## config.mk

```make
export PLATFORM = sky130hd
export DESIGN_NAME = fp32_mul_stream
export DESIGN_NICKNAME = d
export VERILOG_FILES = /design/src/rtl/fp32_mul_stream.sv
export SDC_FILE = /design/constraint.sdc
export NUM_CORES = 2
export LEC_CHECK = 0
export ABC_AREA = 1
export BUFFER_PORTS_ARGS = -buffer_cell sky130_fd_sc_hd__buf_2
export CAP_MARGIN = 30
export CORE_ASPECT_RATIO = 1.4
export CORE_UTILIZATION = 25
export DETAILED_ROUTE_END_ITERATION = 10
export HOLD_SLACK_MARGIN = 0.15
export PLACE_DENSITY = 0.46
export SLEW_MARGIN = 20
export SYNTH_ARGS = -nofsm -noshare
export SYNTH_HDL_FRONTEND = slang
export SYNTH_HIERARCHICAL = 1
export SYNTH_SLANG_ARGS = --single-unit
```

## constraint.sdc

```tcl
create_clock -name clk -period 16.95 [get_ports clk]
set_clock_uncertainty 0.2 [all_clocks]
set_input_delay 0.8475 -clock clk [delete_from_list [all_inputs] [get_ports clk]]
set_output_delay 0.8475 -clock clk [all_outputs]
set_load 0.01 [all_outputs]
```

## src/rtl/fp32_mul_stream.sv

```systemverilog
// fp32_mul_stream: valid/ready wrapper around a combinational FP32 multiplier.
// Operand pairs are registered (S1), multiplied, and the products are queued in
// an in-order result FIFO. The FIFO is protected by credit-based flow control,
// so in_ready_o depends only on registered state and rst.
//
// Optional feature macro: FP32_MUL_FLAGS_EN (adds out_flags_o and per-entry flags).
//
// Ports:
//   clk, rst        clock, synchronous active-high reset
//   flush_i         synchronous clear of S1 and FIFO (ops_done_o kept)
//   in_valid_i/in_ready_o, in_a_i, in_b_i, in_tag_i     operand stream
//   out_valid_o/out_ready_i, out_result_o, out_tag_o    result stream
//   out_flags_o     {nan, inf, zero, subnormal} of the head result (optional)
//   ops_done_o      number of popped results, modulo 2^16
module fp32_mul_stream #(
  parameter int unsigned FIFO_DEPTH = 4,
  parameter int unsigned TAG_W      = 8
) (
  input  logic             clk,
  input  logic             rst,
  input  logic             flush_i,
  input  logic             in_valid_i,
  output logic             in_ready_o,
  input  logic [31:0]      in_a_i,
  input  logic [31:0]      in_b_i,
  input  logic [TAG_W-1:0] in_tag_i,
  output logic             out_valid_o,
  input  logic             out_ready_i,
  output logic [31:0]      out_result_o,
  output logic [TAG_W-1:0] out_tag_o,
`ifdef FP32_MUL_FLAGS_EN
  output logic [3:0]       out_flags_o,
`endif
  output logic [15:0]      ops_done_o
);
  localparam int unsigned AW = $clog2(FIFO_DEPTH);
  localparam int unsigned PW = AW + 1;
  localparam int unsigned CW = AW + 2;

  logic             s1_valid_q, s1_valid_d;
  logic [31:0]      s1_a_q, s1_a_d;
  logic [31:0]      s1_b_q, s1_b_d;
  logic [TAG_W-1:0] s1_tag_q, s1_tag_d;
  logic [PW-1:0]    wr_ptr_q, wr_ptr_d;
  logic [PW-1:0]    rd_ptr_q, rd_ptr_d;
  logic [PW-1:0]    count_q, count_d;
  logic [15:0]      ops_done_q, ops_done_d;

  logic [31:0]      res_mem [FIFO_DEPTH];
  logic [TAG_W-1:0] tag_mem [FIFO_DEPTH];

  logic [31:0]      product;
  logic [CW-1:0]    credit_used;
  logic [AW-1:0]    wr_idx, rd_idx;
  logic             empty, full, accept, fifo_wr, pop;

  // Combinational multiplier fed straight from the S1 register
  FP32_Multiplier_Combinatorial u_mul (
    .a_i      (s1_a_q),
    .b_i      (s1_b_q),
    .result_o (product)
  );

  // Pointer-based status: equal pointers = empty, MSBs differ = full
  assign wr_idx      = wr_ptr_q[AW-1:0];
  assign rd_idx      = rd_ptr_q[AW-1:0];
  assign empty       = (wr_ptr_q == rd_ptr_q);
  assign full        = (wr_ptr_q[AW] != rd_ptr_q[AW]) && (wr_idx == rd_idx);

  // Credit: a slot is reserved for the operand already sitting in S1
  assign credit_used = CW'(count_q) + CW'(s1_valid_q);
  assign in_ready_o  = !rst && (credit_used < CW'(FIFO_DEPTH));
  assign accept      = in_valid_i && in_ready_o;
  assign fifo_wr     = s1_valid_q && !full;
  assign pop         = !empty && out_ready_i;

  assign out_valid_o  = !empty;
  assign out_result_o = empty ? 32'h0 : res_mem[rd_idx];
  assign out_tag_o    = empty ? '0 : tag_mem[rd_idx];
  assign ops_done_o   = ops_done_q;

`ifdef FP32_MUL_FLAGS_EN
  logic [3:0] flag_mem [FIFO_DEPTH];
  logic [3:0] product_flags;

  // Classify the product as it is written
  always_comb begin
    product_flags    = 4'b0000;
    product_flags[3] = (product[30:23] == 8'hFF) && (product[22:0] != 23'h0);
    product_flags[2] = (product[30:23] == 8'hFF) && (product[22:0] == 23'h0);
    product_flags[1] = (product[30:23] == 8'h00) && (product[22:0] == 23'h0);
    product_flags[0] = (product[30:23] == 8'h00) && (product[22:0] != 23'h0);
  end

  always_ff @(posedge clk) begin
    if (!rst && !flush_i && fifo_wr) begin
      flag_mem[wr_idx] <= product_flags;
    end
  end

  assign out_flags_o = empty ? 4'b0000 : flag_mem[rd_idx];
`endif

  // Next-state for S1, pointers, occupancy and pop counter
  always_comb begin
    s1_valid_d = accept;
    s1_a_d     = s1_a_q;
    s1_b_d     = s1_b_q;
    s1_tag_d   = s1_tag_q;
    wr_ptr_d   = wr_ptr_q + PW'(fifo_wr);
    rd_ptr_d   = rd_ptr_q + PW'(pop);
    count_d    = count_q;
    ops_done_d = ops_done_q + 16'(pop);

    if (accept) begin
      s1_a_d   = in_a_i;
      s1_b_d   = in_b_i;
      s1_tag_d = in_tag_i;
    end

    case ({fifo_wr, pop})
      2'b10:   count_d = count_q + PW'(1);
      2'b01:   count_d = count_q - PW'(1);
      default: count_d = count_q;
    endcase

    // Flush drops S1, the queue, and any coincident accept or pop
    if (flush_i) begin
      s1_valid_d = 1'b0;
      wr_ptr_d   = '0;
      rd_ptr_d   = '0;
      count_d    = '0;
      ops_done_d = ops_done_q;
    end
  end

  always_ff @(posedge clk) begin
    if (rst) begin
      s1_valid_q <= 1'b0;
      s1_a_q     <= '0;
      s1_b_q     <= '0;
      s1_tag_q   <= '0;
      wr_ptr_q   <= '0;
      rd_ptr_q   <= '0;
      count_q    <= '0;
      ops_done_q <= '0;
    end else begin
      s1_valid_q <= s1_valid_d;
      s1_a_q     <= s1_a_d;
      s1_b_q     <= s1_b_d;
      s1_tag_q   <= s1_tag_d;
      wr_ptr_q   <= wr_ptr_d;
      rd_ptr_q   <= rd_ptr_d;
      count_q    <= count_d;
      ops_done_q <= ops_done_d;
    end
  end

  // Result storage; no reset needed since empty entries are never shown
  always_ff @(posedge clk) begin
    if (!rst && !flush_i && fifo_wr) begin
      res_mem[wr_idx] <= product;
      tag_mem[wr_idx] <= s1_tag_q;
    end
  end

endmodule

// FP32_Multiplier_Combinatorial: IEEE-754 single multiply, round to nearest even,
// subnormal inputs and outputs supported, every NaN result is 0x7FFFFFFF.
// Ports: a_i, b_i operands; result_o product.
module FP32_Multiplier_Combinatorial (
  input  logic [31:0] a_i,
  input  logic [31:0] b_i,
  output logic [31:0] result_o
);
  logic              sign;
  logic [7:0]        exp_a, exp_b, eff_a, eff_b;
  logic              a_nan, b_nan, a_inf, b_inf, a_zero, b_zero;
  logic [47:0]       prod, prod_n;
  logic [5:0]        lz;
  logic signed [9:0] exp_n, under;
  logic [5:0]        rsh;
  logic [7:0]        exp_base;
  logic [95:0]       shifted;
  logic              guard, sticky, round_up;
  logic [30:0]       mag;

  always_comb begin
    sign   = a_i[31] ^ b_i[31];
    exp_a  = a_i[30:23];
    exp_b  = b_i[30:23];
    a_nan  = (exp_a == 8'hFF) && (a_i[22:0] != 23'h0);
    b_nan  = (exp_b == 8'hFF) && (b_i[22:0] != 23'h0);
    a_inf  = (exp_a == 8'hFF) && (a_i[22:0] == 23'h0);
    b_inf  = (exp_b == 8'hFF) && (b_i[22:0] == 23'h0);
    a_zero = (exp_a == 8'h00) && (a_i[22:0] == 23'h0);
    b_zero = (exp_b == 8'h00) && (b_i[22:0] == 23'h0);
    // Subnormals use exponent 1 with no hidden bit
    eff_a  = (exp_a == 8'h00) ? 8'd1 : exp_a;
    eff_b  = (exp_b == 8'h00) ? 8'd1 : exp_b;

    prod = 48'({|exp_a, a_i[22:0]}) * 48'({|exp_b, b_i[22:0]});

    // Leading-zero count; highest set bit wins
    lz = 6'd0;
    for (int i = 0; i < 48; i++) begin
      if (prod[i]) lz = 6'(47 - i);
    end
    prod_n = prod << lz;

    exp_n = $signed({2'b00, eff_a}) + $signed({2'b00, eff_b}) - 10'sd126
          - $signed({4'b0000, lz});
    under = 10'sd1 - exp_n;

    // Tiny results are denormalised by shifting right; 63 already clears everything
    if (exp_n > 10'sd0) begin
      rsh      = 6'd0;
      exp_base = 8'(exp_n - 10'sd1);
    end else begin
      rsh      = (under > 10'sd63) ? 6'd63 : under[5:0];
      exp_base = 8'h00;
    end

    shifted  = {prod_n, 48'h0} >> rsh;
    guard    = shifted[71];
    sticky   = |shifted[70:0];
    round_up = guard && (sticky || shifted[72]);
    // Hidden bit adds into the exponent field; rounding carry may bump exponent
    mag      = {exp_base, 23'h0} + 31'(shifted[95:72]) + 31'(round_up);

    if (a_nan || b_nan || (a_inf && b_zero) || (b_inf && a_zero)) begin
      result_o = 32'h7FFF_FFFF;
    end else if (a_inf || b_inf) begin
      result_o = {sign, 8'hFF, 23'h0};
    end else if (a_zero || b_zero) begin
      result_o = {sign, 31'h0};
    end else if (exp_n >= 10'sd255) begin
      result_o = {sign, 8'hFF, 23'h0};
    end else begin
      result_o = {sign, mag};
    end
  end

endmodule

```

==> flow_summary.html <==
<table>
<tr><th>Metric</th><th>Value</th></tr>
<tr><th colspan="2">Run status</th></tr>
<tr><td>Status</td><td>completed</td></tr>
<tr><th colspan="2">Timing</th></tr>
<tr><td>Maximum clock rate</td><td>between 0.06 and 0.07 GHz</td></tr>
<tr><td>Hold slack final</td><td>between 0.2 and 0.3 ns</td></tr>
<tr><td>Crit path time final</td><td>15.21 ns</td></tr>
<tr><td>Final max-slew violation count</td><td>0</td></tr>
<tr><td>Unrepaired setup endpoints after global routing</td><td>no</td></tr>
<tr><td>Normalized max-slew margin</td><td>0.391</td></tr>
<tr><td>Final hold violation count</td><td>0</td></tr>
<tr><td>Slew @ Worst Pin</td><td>a little over 0.9 ns</td></tr>
<tr><td>Sum of negative setup slack</td><td>0 ns</td></tr>
<tr><td>Part of the cycle the worst path needs</td><td>0.897</td></tr>
<tr><td>Final Setup Violations</td><td>0</td></tr>
<tr><th colspan="2">Flow run</th></tr>
<tr><td>Max-capacitance violation count</td><td>0</td></tr>
<tr><th colspan="2">Setup path</th></tr>
<tr><td>Launching element type of the critical path</td><td>register</td></tr>
<tr><td>Worst Path Required</td><td>roughly 17 ns</td></tr>
<tr><td>Max FO, Critical Path</td><td>between 40 and 50</td></tr>
<tr><td>Critical Setup Path Class</td><td>register to register</td></tr>
<tr><td>Crit path DAT</td><td>15.29 ns</td></tr>
<tr><td>Crit path capture type</td><td>register</td></tr>
<tr><td>Max incr delay on CP</td><td>0.69 ns</td></tr>
<tr><td>Cell at the slowest stage of the critical path</td><td>sky130_fd_sc_hd__dfxtp_1</td></tr>
<tr><th colspan="2">Clock tree</th></tr>
<tr><td>Post-CTS resize count</td><td>0</td></tr>
<tr><td>H-tree lvl count</td><td>2</td></tr>
<tr><td>Clock net sink count</td><td>between 200 and 300</td></tr>
<tr><td>Clock transition at path regs</td><td>approximately 0.06 ns</td></tr>
<tr><td>Number of buffers inserted to repair setup after CTS</td><td>0</td></tr>
<tr><td>Total of hold buffers inserted after clock tree synthesis</td><td>0</td></tr>
<tr><td>Clock tree from TritonCTS</td><td>built</td></tr>
<tr><td>Skew-Pair Late Insertion Delay</td><td>roughly 0.60 ns</td></tr>
<tr><td>Total CTS buffers</td><td>36</td></tr>
<tr><td>Maximum count of clock buffers along a single path</td><td>3</td></tr>
<tr><td>Master cell of the clock root buffer</td><td>sky130_fd_sc_hd__clkbuf_16</td></tr>
<tr><th colspan="2">GRT</th></tr>
<tr><td>Sum of overflow across all layers after global routing</td><td>0</td></tr>
<tr><td>Largest net degree at the start of global routing</td><td>between 80 and 90</td></tr>
<tr><td>Vias in the first global route</td><td>between 30,000 and 40,000</td></tr>
<tr><td>Initial antenna violation count</td><td>6</td></tr>
<tr><td>First-pass GRT wire length</td><td>around 210,000 µm</td></tr>
<tr><td>Aggregate global-route resource usage</td><td>0.175</td></tr>
<tr><th colspan="2">Finish</th></tr>
<tr><td>Most frequent standard cell in the layout excluding fill and tap cells</td><td>sky130_fd_sc_hd__inv_1</td></tr>
<tr><td>Cell area after layout</td><td>43,000 µm²</td></tr>
<tr><td>Area added between synthesis and finish</td><td>10.2%</td></tr>
<tr><td>Layout cell share with drive strength beyond 1</td><td>0.0783</td></tr>
<tr><td>Number of nets in the final layout</td><td>6,247</td></tr>
<tr><td>Post-route non-filler standard cell count</td><td>7,582</td></tr>
<tr><td>Most used cells in the layout excluding fill and tap cells</td><td>sky130_fd_sc_hd__inv_1 (1,293), sky130_fd_sc_hd__nand2_1 (1,287), sky130_fd_sc_hd__nand3_1 (695)</td></tr>
<tr><th colspan="2">Synthesis</th></tr>
<tr><td>Multiplexer fraction of the synthesized cell area</td><td>0.000257</td></tr>
<tr><td>Cell types with the largest area share after synthesis</td><td>sky130_fd_sc_hd__fa_1 (25%), sky130_fd_sc_hd__inv_1 (12%), sky130_fd_sc_hd__nand2_1 (12%), sky130_fd_sc_hd__edfxtp_1 (12%), sky130_fd_sc_hd__nand3_1 (8.9%)</td></tr>
<tr><td>Seq/Total Area, Yosys</td><td>0.174</td></tr>
<tr><td>Number of synthesized flops with an enable pin</td><td>160</td></tr>
<tr><td>Post-Synth Simple-Gate Area</td><td>0.280</td></tr>
<tr><td>Fraction of the mapped netlist area in compound gates</td><td>0.0578</td></tr>
<tr><td>Largest family of logic cells by synthesized area</td><td>adder cells</td></tr>
<tr><td>Cells after synthesis</td><td>5,485</td></tr>
<tr><td>Post-Synthesis Mean Instance Area</td><td>just over 7 µm²</td></tr>
<tr><td>Leading area contributor after synthesis</td><td>sky130_fd_sc_hd__fa_1</td></tr>
<tr><td>Adder-cell share of the synthesized area</td><td>0.316</td></tr>
<tr><td>Post-synth net total</td><td>6,254</td></tr>
<tr><td>Ys async rst share</td><td>0</td></tr>
<tr><td>Syn Std Cell Area</td><td>39,000 µm²</td></tr>
<tr><td>Synthesized-area fraction occupied by xor and xnor cells</td><td>0.0125</td></tr>
<tr><td>Synthesis-stage register bit count</td><td>around 260</td></tr>
<tr><td>Number of unique standard cell types used by synthesis</td><td>65</td></tr>
<tr><td>Fraction of post-synthesis cell area in the top cell type by area</td><td>0.252</td></tr>
<tr><td>Count of warnings emitted by yosys</td><td>6</td></tr>
<tr><td>Most used flip-flop cell after synthesis</td><td>sky130_fd_sc_hd__edfxtp_1</td></tr>
<tr><th colspan="2">Floorplanning</th></tr>
<tr><td>DIE AREA</td><td>158,000 µm²</td></tr>
<tr><td>Number of standard-cell rows in the floorplan</td><td>around 170</td></tr>
<tr><td>Total core area</td><td>about 150,000 µm²</td></tr>
<tr><td>Effective utilization at floorplan</td><td>0.252</td></tr>
<tr><td>I/O pins</td><td>approximately 140</td></tr>
<tr><td>Die width</td><td>roughly 340 µm</td></tr>
<tr><td>Vertical die dimension</td><td>approximately 470 µm</td></tr>
<tr><th colspan="2">Routing</th></tr>
<tr><td>Overall via count from detail_route</td><td>between 30,000 and 40,000</td></tr>
<tr><td>Wire length reported by the detailed router</td><td>around 140,000 µm</td></tr>
<tr><td>Number of violations reported at the end of detailed-routing iteration 0</td><td>2,189</td></tr>
<tr><td>First-pass detailed-route iteration total</td><td>6</td></tr>
<tr><td>Number of remaining DRC errors</td><td>0</td></tr>
<tr><td>Vias per cell</td><td>approximately 4.6</td></tr>
<tr><td>Final antenna-violating net count</td><td>0</td></tr>
<tr><td>Routed met1 length</td><td>55,600 µm</td></tr>
<tr><td>Total met2 wirelength after detailed routing</td><td>a little over 70,000 µm</td></tr>
<tr><td>WL met3</td><td>between 5000 and 6000 µm</td></tr>
<tr><td>Uppermost routed layer</td><td>met5</td></tr>
<tr><td>Wire length per cell</td><td>18.3 µm</td></tr>
<tr><th colspan="2">Placed design</th></tr>
<tr><td>HPWL Detailed</td><td>~110,000 µm</td></tr>
<tr><td>Final weighted congestion of routability-driven global placement</td><td>~0.9</td></tr>
<tr><td>Placement-stage cell area</td><td>between 40,000 and 50,000 µm²</td></tr>
<tr><td>Cell Count Post-Placement</td><td>between 7,000 and 8,000</td></tr>
<tr><td>Port-buffer cells</td><td>approximately 130</td></tr>
<tr><th colspan="2">Power</th></tr>
<tr><td>Post-layout total power</td><td>between 5 and 6 mW</td></tr>
<tr><td>Leakage power of the design</td><td>22.2 nW</td></tr>
<tr><td>Largest voltage drop on the vdd net</td><td>roughly 0.19 mV</td></tr>
<tr><td>Power Dens Cells</td><td>134 nW/µm²</td></tr>
<tr><th colspan="2">Worst hold path</th></tr>
<tr><td>Min-delay worst type</td><td>register to register</td></tr>
</table>
## synthesized netlist by cell type (44+ instances only)
master / number
sky130_fd_sc_hd__inv_1: 1294
sky130_fd_sc_hd__o22ai_1: 44
sky130_fd_sc_hd__nand2_1: 1287
sky130_fd_sc_hd__edfxtp_1: 160
sky130_fd_sc_hd__clkbuf_1: 168
sky130_fd_sc_hd__buf_2: 53
sky130_fd_sc_hd__o21ai_0: 146
sky130_fd_sc_hd__nand3_1: 695
sky130_fd_sc_hd__ha_1: 202
sky130_fd_sc_hd__nand4_1: 50
sky130_fd_sc_hd__dfxtp_1: 98
sky130_fd_sc_hd__nor2_1: 308
sky130_fd_sc_hd__a21oi_1: 155
sky130_fd_sc_hd__fa_1: 490
## final timing paths
check / from / to / slack, ns / cells past startpoint
worst min-delay path: s1_b_q[19] / s1_b_q[19] / 0.26 / 2
worst max register to register: s1_b_q[5] / res_mem[3][30] / 1.74 / 73
worst min register to register: s1_b_q[19] / s1_b_q[19] / 0.26 / 2
worst max-delay path: s1_b_q[5] / res_mem[3][30] / 1.74 / 73
## sequential cells by signal, summed over array words and instances, names as in the netlist
name and flops:
s1_valid_q 1, ops_done_o 16, rd_ptr_q 3, tag_mem 32, s1_a_q 32, count_q 3, wr_ptr_q 3, s1_b_q 32
s1_tag_q 8, res_mem 128
## metal layers
layer | up-vias | track usage
met3 | 242 | 0.0160
met1 | 16800 | 0.205
met2 | 861 | 0.327
met5 | - | 0
met4 | 6 | 0.0652
li1 | 16700 | -
## worst max-delay path, delay by kind of cell, from the launching register on
kind	cells	cell delay, ns
adders and majority gates	12	4.97
buffers and inverters	15	2.16
AOI/OAI and AO/OA	6	1.52
and+or+nand+nor	38	4.69
DFF	1	0.69
xor gates and xnor gates	2	0.64
## logic make-up (layout without fill, tap and decap cells)
logic type | Yosys count | after routing
mux | 1 | 1
buf+inv | 1583 | 1603
simple gates | 2493 | 2493
other cells | 0 | 1
flops | 258 | 258
xor+xnor | 53 | 53
fa+ha+maj | 692 | 692
compound gates | 405 | 405
## area by class of cell
class / instances / area [µm²]
Fill cell: 17400 / 112000
Multi-Input combinational cell: 3644 / 26100
Sequential cell: 258 / 6780
Inverter: 1318 / 4960
Tap cell: 2076 / 2600
Timing Repair Buffer: 220 / 1350
Clock buffer: 50 / 1020
Clock inverter: 15 / 178
Antenna cell: 1 / 2.50
## power breakdown
group	switching [mW]	total [mW]	internal (mW)
Sequential	0.0304	0.762	0.732
Combinational	3.02	4.20	1.19
Clock	0.314	0.774	0.459
Total	3.36	5.74	2.38
## per-stage QoR
| step | util | worst slack, ns |
|---|---|---|
| floorplan | - | 3.79 |
| global placement | 0.269 | 1.79 |
| detailed placement | 0.270 | 1.70 |
| CTS | 0.277 | 1.63 |
| global route | 0.277 | 0.615 |
| finish | 0.277 | 1.74 |
No activity file was read; power rests on OpenSTA's default activity.
